<file path="src/rtl/fc_if.sv">
// Handshake bundle between the program-storage stage, fc_stage and the
// function-processing stage.
interface fc_if #(
   parameter int unsigned IDX_W = 4
) ();
   logic                Send_in;
   logic                DEL;
   logic [61:0]         PACKET_IN;
   logic                Ack_out;
   logic                Send_out;
   logic                Ack_in;
   logic [91:0]         PACKET_OUT;
   logic                RETRY;
   logic [IDX_W:0]      OCC;

   modport master (
      output Send_in, DEL, PACKET_IN, Ack_in,
      input  Ack_out, Send_out, PACKET_OUT, RETRY, OCC
   );

   modport slave (
      input  Send_in, DEL, PACKET_IN, Ack_in,
      output Ack_out, Send_out, PACKET_OUT, RETRY, OCC
   );
endinterface

</file>
<file path="src/rtl/fc_stage.sv">
// Firing-control stage: passes monadic packets, pairs dyadic operands in a
// direct-mapped matching memory and emits fired or retry packets.
module fc_stage #(
   parameter int unsigned IDX_W = 4
) (
   input logic  CP,
   input logic  MR,
   fc_if.slave  bus
);
   localparam int unsigned DEPTH = 1 << IDX_W;
   localparam int unsigned OCC_W = IDX_W + 1;

   logic [DEPTH-1:0] v_q;
   logic [27:0]      tag_q  [DEPTH];
   logic [DEPTH-1:0] lr_q;
   logic [31:0]      data_q [DEPTH];
   logic [OCC_W-1:0] occ_q, occ_d;

   logic        send_q;
   logic [91:0] pkt_q, pkt_d;
   logic        retry_q, retry_d;
   logic        load;
   logic        wr_set, wr_clr;

   logic             accept;
   logic [27:0]      in_tag;
   logic [31:0]      in_data;
   logic             in_lr;
   logic             dyadic;
   logic [IDX_W-1:0] idx;
   logic             unused_rsvd;

   assign in_tag      = bus.PACKET_IN[61:34];
   assign in_data     = bus.PACKET_IN[31:0];
   assign in_lr       = bus.PACKET_IN[33];
   assign dyadic      = bus.PACKET_IN[40];
   assign unused_rsvd = bus.PACKET_IN[32];
   // Index hashes the low bits of colour and next-destination together.
   assign idx         = bus.PACKET_IN[51 +: IDX_W] ^ bus.PACKET_IN[44 +: IDX_W];

   assign bus.Ack_out    = !MR && (!send_q || bus.Ack_in);
   assign accept         = bus.Send_in && bus.Ack_out;
   assign bus.Send_out   = send_q;
   assign bus.PACKET_OUT = pkt_q;
   assign bus.RETRY      = retry_q;
   assign bus.OCC        = occ_q;

   always_comb begin
      load    = 1'b0;
      pkt_d   = '0;
      retry_d = 1'b0;
      wr_set  = 1'b0;
      wr_clr  = 1'b0;
      occ_d   = occ_q;
      if (accept && bus.DEL) begin
         if (!dyadic) begin
            load  = 1'b1;
            pkt_d = {in_tag, in_data, 32'd0};
         end else if (!v_q[idx]) begin
            wr_set = 1'b1;
            occ_d  = occ_q + OCC_W'(1);
         end else if (tag_q[idx] == in_tag && lr_q[idx] != in_lr) begin
            load   = 1'b1;
            wr_clr = 1'b1;
            occ_d  = occ_q - OCC_W'(1);
            pkt_d  = in_lr ? {in_tag, data_q[idx], in_data}
                           : {in_tag, in_data, data_q[idx]};
         end else begin
            load    = 1'b1;
            retry_d = 1'b1;
            pkt_d   = {in_tag, in_data, 31'd0, in_lr};
         end
      end
   end

   always_ff @(posedge CP or posedge MR) begin
      if (MR) begin
         send_q  <= 1'b0;
         pkt_q   <= '0;
         retry_q <= 1'b0;
         occ_q   <= '0;
         v_q     <= '0;
      end else begin
         occ_q <= occ_d;
         if (wr_set) v_q[idx] <= 1'b1;
         if (wr_clr) v_q[idx] <= 1'b0;
         if (load) begin
            send_q  <= 1'b1;
            pkt_q   <= pkt_d;
            retry_q <= retry_d;
         end else if (bus.Ack_in) begin
            send_q <= 1'b0;
         end
      end
   end

   // Payload needs no reset: it is only read behind a set valid bit.
   always_ff @(posedge CP) begin
      if (wr_set) begin
         tag_q[idx]  <= in_tag;
         lr_q[idx]   <= in_lr;
         data_q[idx] <= in_data;
      end
   end
endmodule

</file>
<file path="src/flat_wrapper.sv">
// flat-port wrapper written by rule: the top's interface ports become plain ports
module fc_stage_flat 
#(
   parameter int unsigned IDX_W = 4
)
  (CP, MR, bus_Send_in, bus_DEL, bus_PACKET_IN, bus_Ack_in, bus_Ack_out, bus_Send_out, bus_PACKET_OUT, bus_RETRY, bus_OCC);
  fc_if #(.IDX_W(IDX_W)) bus_i ();
  input logic CP;
  input logic MR;
  input wire logic [$bits(bus_i.Send_in)-1:0] bus_Send_in;
  input wire logic [$bits(bus_i.DEL)-1:0] bus_DEL;
  input wire logic [$bits(bus_i.PACKET_IN)-1:0] bus_PACKET_IN;
  input wire logic [$bits(bus_i.Ack_in)-1:0] bus_Ack_in;
  output wire logic [$bits(bus_i.Ack_out)-1:0] bus_Ack_out;
  output wire logic [$bits(bus_i.Send_out)-1:0] bus_Send_out;
  output wire logic [$bits(bus_i.PACKET_OUT)-1:0] bus_PACKET_OUT;
  output wire logic [$bits(bus_i.RETRY)-1:0] bus_RETRY;
  output wire logic [$bits(bus_i.OCC)-1:0] bus_OCC;
  assign bus_i.Send_in = bus_Send_in;
  assign bus_i.DEL = bus_DEL;
  assign bus_i.PACKET_IN = bus_PACKET_IN;
  assign bus_i.Ack_in = bus_Ack_in;
  assign bus_Ack_out = bus_i.Ack_out;
  assign bus_Send_out = bus_i.Send_out;
  assign bus_PACKET_OUT = bus_i.PACKET_OUT;
  assign bus_RETRY = bus_i.RETRY;
  assign bus_OCC = bus_i.OCC;
  fc_stage #(.IDX_W(IDX_W)) u_core (.CP(CP), .MR(MR), .bus(bus_i));
endmodule
</file>
<file path="config.mk">
export PLATFORM = sky130hd
export DESIGN_NAME = fc_stage_flat
export DESIGN_NICKNAME = d
export VERILOG_FILES = /design/src/rtl/fc_if.sv /design/src/rtl/fc_stage.sv /design/src/flat_wrapper.sv
export SDC_FILE = /design/constraint.sdc
export NUM_CORES = 1
export LEC_CHECK = 0
export ABC_AREA = 1
export CAP_MARGIN = 5
export CORE_ASPECT_RATIO = 0.5
export CORE_MARGIN = 5
export CORE_UTILIZATION = 43
export DETAILED_ROUTE_END_ITERATION = 16
export DONT_BUFFER_PORTS = 1
export HOLD_SLACK_MARGIN = 0.06
export SYNTH_ARGS = -nofsm -noshare
export SYNTH_HDL_FRONTEND = slang
export SYNTH_SLANG_ARGS = --single-unit
</file>
<file path="constraint.sdc">
create_clock -name CP -period 7.54 [get_ports CP]
set_input_delay 0.377 -clock CP [delete_from_list [all_inputs] [get_ports CP]]
set_output_delay 0.377 -clock CP [all_outputs]
set_load 0.01 [all_outputs]
</file>
==> results of run 1 <==
==> cell usage after synthesis (all sizes together) <==
library cell,number
buf,102
dfrtp,115
a21oi,73
o31ai,132
xnor2,6
nor3,272
nand4,69
clkinv,1
ha,3
nand3b,5
nand3,76
o21ai,122
nor2,159
inv,466
o22ai,147
fa,1
xor2,2
and2,2
clkbuf,137
edfxtp,976
nand2,1364
==> registers in the layout, summed over array words and instances, names as in the netlist, named ones only <==
name	flops
u_core.bus.OCC	5
u_core.bus.PACKET_OUT	92
u_core.bus.RETRY	1
u_core.bus.Send_out	1
u_core.data_q	512
u_core.lr_q	16
u_core.tag_q	448
u_core.v_q	15
==> path summary, 6_finish.rpt <==
| kind | startpoint | end | slack, ns |
|---|---|---|---|
| min in group asynchronous | MR | u_core.bus.PACKET_OUT[39] | 0.18 |
| hold / removal | bus_PACKET_IN[9] | u_core.bus.PACKET_OUT[9] | 0.1 |
| hold reg to reg | u_core.v_q[0] | u_core.v_q[0] | 0.50 |
| setup / recovery | bus_PACKET_IN[44] | u_core.bus.PACKET_OUT[42] | 1.70 |
| setup reg to reg | u_core.v_q[7] | u_core.tag_q[5][23] | 3.69 |
| max in group asynchronous | MR | u_core.bus.PACKET_OUT[68] | 6.22 |
==> area by class of cell <==
class	instances	area share (%)
repair buffers	121	2.42
well taps	1419	3.43
flip-flops and latches	1091	62.2
inverters	467	3.42
multi-input cells	2433	21.7
clock inverters	58	1.40
clock buffers	131	5.49
diodes	2	0.00967
==> cell families after synthesis <==
group,Yosys count,share of synthesized area (%)
xor gates and xnor gates,8,0.152
buffers and inverters,706,6.00
DFF,1091,70.0
AOI/OAI and AO/OA,474,6.28
and+or+nand+nor,1947,17.4
adders and majority gates,4,0.125
==> worst min-delay path, cell delays in order <==
cell	delay (ns)
sky130_fd_sc_hd__nor2_1	0.08
sky130_fd_sc_hd__a21oi_1	0.13
sky130_fd_sc_hd__nand3_1	0.13
sky130_fd_sc_hd__nand2_1	0.05
==> through the flow <==
step	power (W)	util [%]	std cells	area (sq um)	setup slack, ns
2_1_floorplan	0.00774	-	4230	46000	0.748
3_3_place_gp	0.00811	45.0	5466	47500	2.09
3_5_place_dp	0.00813	45.0	5466	47500	1.98
4_1_cts	0.0137	49.1	5720	51800	1.71
5_1_grt	0.0141	49.1	5722	51800	1.41
6_report	0.0136	49.1	5722	51800	1.70
==> layer usage <==
layer	part of all wire, %	vias up	track usage, %
li1	-	14400	-
met1	42	15300	31.5
met2	47	1222	36.8
met3	7.9	224	3.84
met4	2.9	4	7.10
met5	0.021	-	0
==> power by group <==
group | leakage (nW) | switching, W | internal [W] | total, W
registers | 10.3 | 0.000145 | 0.00670 | 0.00685
clock network | 1.76 | 0.00228 | 0.00321 | 0.00549
logic | 8.79 | 0.000928 | 0.000348 | 0.00128
==> run metrics, run 1 <==
Distinct cells, synth 29; first-pass iteration count of the detailed router 6; maximum single-stage delay on the critical path 0.96 ns; share of synthesized area occupied by flip-flops and latches 70.0%; nets in the synthesized netlist 4301; WP depth 22; CP arrival 6.47 ns; share of Yosys cell area claimed by the top area cell type 63.8%; ports placed on the boundary 167; min cycle time layout 5.84 ns; Pins Over Slew Limit 0; Congestion Overflow GR 0; count of cells along the worst hold path 4; GRT Overall Usage 22.7%; top area cells in the synthesized netlist sky130_fd_sc_hd__edfxtp_1 64%, sky130_fd_sc_hd__nand2_1 11%, sky130_fd_sc_hd__dfrtp_1 6.3%; detailed placer's ending HPWL 66700 um; number of storage elements in the synthesis netlist 1091; Hold Vio Cnt, Final 0; leading cell type in the layout, fill and taps excluded sky130_fd_sc_hd__nand2_1; slew at the pin with the worst max-slew slack 1.39 ns; starting utilization of the core area 43.5%; most used cells in the layout excluding fill and tap cells 1357 x sky130_fd_sc_hd__nand2_1, 976 x sky130_fd_sc_hd__edfxtp_1, 458 x sky130_fd_sc_hd__inv_1; Post-layout nets 4286; number of nets with antenna violations after detailed routing 0; clk_lat worst skew 0.70 ns; Fmax 0.171 GHz; per-cell routed wire length 22.9 um; post-synth top area cell sky130_fd_sc_hd__edfxtp_1; IO Port Bufs 0; floorplan die height 241 um; Max Clock Skew 0.0214 ns; crit path cell chain dlygate4sd3_1, inv_2, nand2_2, nand2_8, buf_12, nand2_1, nand2_1, nand2_1, nand2_1, nand2_1, nand2_1, nor2_1, nor2_1, nor2_1, nand2_1, nor2_1, nand2_1, nor2_4, nand3_2, a21oi_1, nand2_1, nand2_1; buffers plus inverters on the worst setup path 3; number of rows in the core area 84; count of mapped cells out of synthesis 4230; highest fanout seen on the critical path 153; R2R depth 8; Hold-fix buffers, CTS 65; Longest Clk Path Bufs 3; cell area power density 263 mW/mm^2; final-layout worst hold slack 0.0979 ns; Setup CP Type in2reg; total wire length after detailed routing 131000 um; via count of the first global-routing pass 29400; wire length of the first global-routing pass 192000 um; Max rail drop VDD 177 uV; Syn-to-layout area delta 12.7%; setup TNS 0 ns; kind of end point of the critical path flop; largest net degree at the start of global routing 154; H-tree depth reported by CTS 3; clock transition at the register clock pins on the worst setup and hold paths after CTS 0.07 ns; number of vias per cell after detailed routing 5.45; class of the worst hold path in2reg; layout cell share with drive strength beyond 1 6.23%; total number of vias 31200; cell at the root of the clock tree sky130_fd_sc_hd__clkbuf_16; slowest stage cell on the critical path sky130_fd_sc_hd__nand3_2; combined area of the multi-input logic cells 0.0112 sq mm; static leakage 20.8 nW; result of the run completed; antenna violations before repair 6; number of CTS-inserted buffers 101; Yosys warning total 0; syn_area_per_cell 10.9 sq um; post-CTS setup repair buffer count 0; fraction of the cycle the final worst path needs 77.4%; iteration-0 DRC count of the detailed router 3022; area taken by flip-flops and latches 0.0322 sq mm; cell type group with the largest total delay on the critical path simple AND/OR/NAND/NOR gates; worst slew margin relative to its limit 7.44%; horizontal die dimension 472 um; TritonCTS clock tree yes; # setup viols final 0; Core Box Area 0.106 sq mm; cell area after technology mapping 0.0460 sq mm; max-capacitance violation count 0; Die Outline Area 0.114 sq mm; kind of start point of the critical path input port; number of remaining DRC errors 0; number of inserted filler cells in the final layout 9298; Sink Count 1091; routability cong. 0.773; most repeated library cell on the critical path sky130_fd_sc_hd__nand2_1; Resized cells post-CTS 0; required time at the worst-slack endpoint 8.17 ns; RSZ-0062 raised after global routing false
Power figures use the tool's default switching activity.
==> run 2, diff against run 1 <==
Settings changed: ABC_AREA 1 to 0.
Clock period 7.54 ns to 4.68 ns, I/O delays scaled along.
==> run metrics, run 2 <==
result of the run completed; layout cell share with drive strength beyond 1 17.5% (+11 points); part of the total power dissipated in the clock network 38.3% (-2.0 points); register ranked first by flip-flop count u_core.data_q; fraction of the cycle the final worst path needs 84.9%; Resized cells post-CTS 0 (unchanged); switching fraction of total power 23.1% (-1.6 points); # setup viols final 0 (unchanged); per-cell routed wire length 27.5 um (+20%); Max rail drop VDD 250 uV (+41%); clk_lat worst skew 0.66 ns (-0.04 ns); Fmax 0.252 GHz; top area cells in the synthesized netlist sky130_fd_sc_hd__edfxtp_1 68%, sky130_fd_sc_hd__mux4_2 9.3%, sky130_fd_sc_hd__dfrtp_1 6.7%; kind of start point of the critical path input port; wire length of the first global-routing pass 156000 um (-19%); Longest Clk Path Bufs 3 (unchanged); starting utilization of the core area 43.2% (-0.39 points); most used cells in the layout excluding fill and tap cells 976 x sky130_fd_sc_hd__edfxtp_1, 225 x sky130_fd_sc_hd__nand2_1, 211 x sky130_fd_sc_hd__mux2i_1; final-layout worst hold slack 0.123 ns (+0.0251 ns); share of synthesized area occupied by flip-flops and latches 74.8% (+4.7 points); total wire length after detailed routing 106000 um (-19%); first-pass iteration count of the detailed router 5 (-1); GRT Overall Usage 19.7% (-2.9 points); via count of the first global-routing pass 22400 (-24%); Yosys warning total 0 (unchanged); cell area power density 433 mW/mm^2 (+65%); final std cell area, no fill 0.0491 sq mm (-5.2%); Sink Count 1091 (unchanged); IO Port Bufs 0 (unchanged); number of remaining DRC errors 0 (unchanged); number of storage elements in the synthesis netlist 1091 (unchanged); DP Worst Slack 0.311 ns (-1.67 ns); area taken by flip-flops and latches 0.0322 sq mm (unchanged); RSZ-0062 raised after global routing false; antenna violations before repair 1 (-5); total number of vias 22400 (-28%); kind of end point of the critical path flop; cell area after technology mapping 0.0430 sq mm (-6.3%); floorplan die height 234 um (-3.1%); post-CTS setup repair buffer count 0 (unchanged); number of CTS-inserted buffers 99 (-2.0%); nets in the synthesized netlist 2393 (-44%); number of rows in the core area 82 (-2.4%); largest net degree at the start of global routing 94 (-39%); number of nets with antenna violations after detailed routing 0 (unchanged); setup TNS 0 ns (unchanged); min cycle time layout 3.97 ns; H-tree depth reported by CTS 3 (unchanged); share of Yosys cell area claimed by the top area cell type 68.1% (+4.3 points); TritonCTS clock tree yes; net load switching power 0.00491 W (+46%); area after detailed placement 0.0452 sq mm (-4.9%); static leakage 16.4 nW (-21%); post-layout worst setup margin 0.708 ns (-0.996 ns); Hold-fix buffers, CTS 65 (unchanged); ports placed on the boundary 167 (unchanged); syn_area_per_cell 18.5 sq um (+71%); post-synth top area cell sky130_fd_sc_hd__edfxtp_1; commonest register cell after synthesis sky130_fd_sc_hd__edfxtp_1; number of vias per cell after detailed routing 5.79 (+6.3%); max-capacitance violation count 0 (unchanged); count of mapped cells out of synthesis 2322 (-45%); Post-layout nets 2510 (-41%); combined area of the multi-input logic cells 0.0104 sq mm (-7.6%); cell at the root of the clock tree sky130_fd_sc_hd__clkbuf_16; proportion of synthesized flip-flops having asynchronous set or reset 10.5% (unchanged); part of the total power dissipated in sequential elements 52.4% (+2.1 points); ranking of synthesized cells by instance count 976 x sky130_fd_sc_hd__edfxtp_1, 225 x sky130_fd_sc_hd__nand2_1, 211 x sky130_fd_sc_hd__mux2i_1; slew at the pin with the worst max-slew slack 1.03 ns (-0.352 ns); most frequent cell after synthesis sky130_fd_sc_hd__edfxtp_1; Syn-to-layout area delta 14.1%; routability cong. 0.735 (-4.9%); required time at the worst-slack endpoint 5.01 ns (-3.16 ns); Core Box Area 0.0997 sq mm (-5.5%); Hold Vio Cnt, Final 0 (unchanged); Distinct cells, synth 49 (+69%); count of flip-flops with a built-in enable after synthesis 976 (unchanged); CP arrival 4.30 ns (-2.17 ns); Pins Over Slew Limit 0 (unchanged); Max Clock Skew 0.0271 ns (+0.00568 ns); clock transition at the register clock pins on the worst setup and hold paths after CTS 0.07 ns (about the same); final total power 0.0213 W (+56%); number of flip-flops under the largest register name 512 (unchanged); cell-internal power 0.0164 W (+59%); Die Outline Area 0.107 sq mm (-6.1%); detailed placer's ending HPWL 55700 um (-17%); number of inserted filler cells in the final layout 8133 (-13%); horizontal die dimension 457 um (-3.2%); class of the worst hold path in2reg; Setup CP Type in2reg; highest fanout seen on the critical path 12 (-92%); portion of total power attributed to combinational logic 9.3% (about the same); Congestion Overflow GR 0 (unchanged); worst slew margin relative to its limit 31.1% (+24 points); leading cell type in the layout, fill and taps excluded sky130_fd_sc_hd__edfxtp_1; iteration-0 DRC count of the detailed router 2343 (-22%)
run 2: worst max-delay path, stage by stage:
cell and delay [ns]:
sky130_fd_sc_hd__dlygate4sd3_1 0.67, sky130_fd_sc_hd__xnor2_4 0.44, sky130_fd_sc_hd__mux4_2 0.56, sky130_fd_sc_hd__mux4_4 0.79
sky130_fd_sc_hd__nor2_1 0.31, sky130_fd_sc_hd__nand3_1 0.36, sky130_fd_sc_hd__nor2_4 0.53, sky130_fd_sc_hd__buf_4 0.37
run 2: routing by layer:
metal | global-route usage [%] | vias up | share of wire, % | routed length (um)
li1 | - | 9589 | - | -
met1 | 28.5 | 12000 | 44 | 46900
met2 | 32.2 | 654 | 49 | 51900
met3 | 2.88 | 142 | 5.2 | 5540
met4 | 4.44 | 2 | 1.9 | 2050
met5 | 0 | - | 0.012 | 13
run 2: cells by family after synthesis:
| family | count (synthesis) | share of synthesized area (%) |
|---|---|---|
| flops | 1091 | 74.8 |
| simple gates | 416 | 4.53 |
| mux | 392 | 14.3 |
| compound gates | 241 | 3.78 |
| buf+inv | 141 | 1.61 |
| xor+xnor | 37 | 0.892 |
| fa+ha+maj | 4 | 0.134 |
run 2: final timing paths:
kind,slack (ns),end,depth (start not counted),start
setup / recovery,0.71,u_core.data_q[2][2],8,bus_PACKET_IN[51]
hold / removal,0.12,u_core.v_q[2],4,bus_PACKET_IN[44]
setup reg to reg,1.10,u_core.data_q[2][2],6,u_core.v_q[3]
hold reg to reg,0.49,u_core.v_q[2],1,u_core.v_q[2]
max in group asynchronous,3.41,u_core.bus.PACKET_OUT[58],3,MR
min in group asynchronous,0.27,u_core.bus.PACKET_OUT[70],2,MR
run 2: cell type report:
cell class | instances | area share, %
Clock inverter | 53 | 1.07
Clock buffer | 130 | 5.51
Tap cell | 1344 | 3.43
Antenna cell | 1 | 0.00510
Multi-Input combinational cell | 1090 | 21.1
Timing Repair Buffer | 149 | 3.23
Inverter | 8 | 0.0714
Sequential cell | 1091 | 65.6
run 2: power groups by stage:
| stage | Combinational, W | Sequential (W) | Clock, W |
|---|---|---|---|
| floorplan | 0.00136 | 0.0113 | 0 |
| global placement | 0.00178 | 0.0113 | 0 |
| detailed placement | 0.00181 | 0.0114 | 0 |
| CTS | 0.00200 | 0.0111 | 0.00829 |
| global route | 0.00215 | 0.0112 | 0.00868 |
| finish | 0.00198 | 0.0111 | 0.00815 |
run 2: per-stage QoR:
| step | cells | utilization, % |
|---|---|---|
| after floorplan | 2322 | - |
| after global placement | 3617 | 45.3 |
| after detailed placement | 3617 | 45.3 |
| after CTS | 3865 | 49.2 |
| after global routing | 3865 | 49.2 |
| final | 3866 | 49.2 |
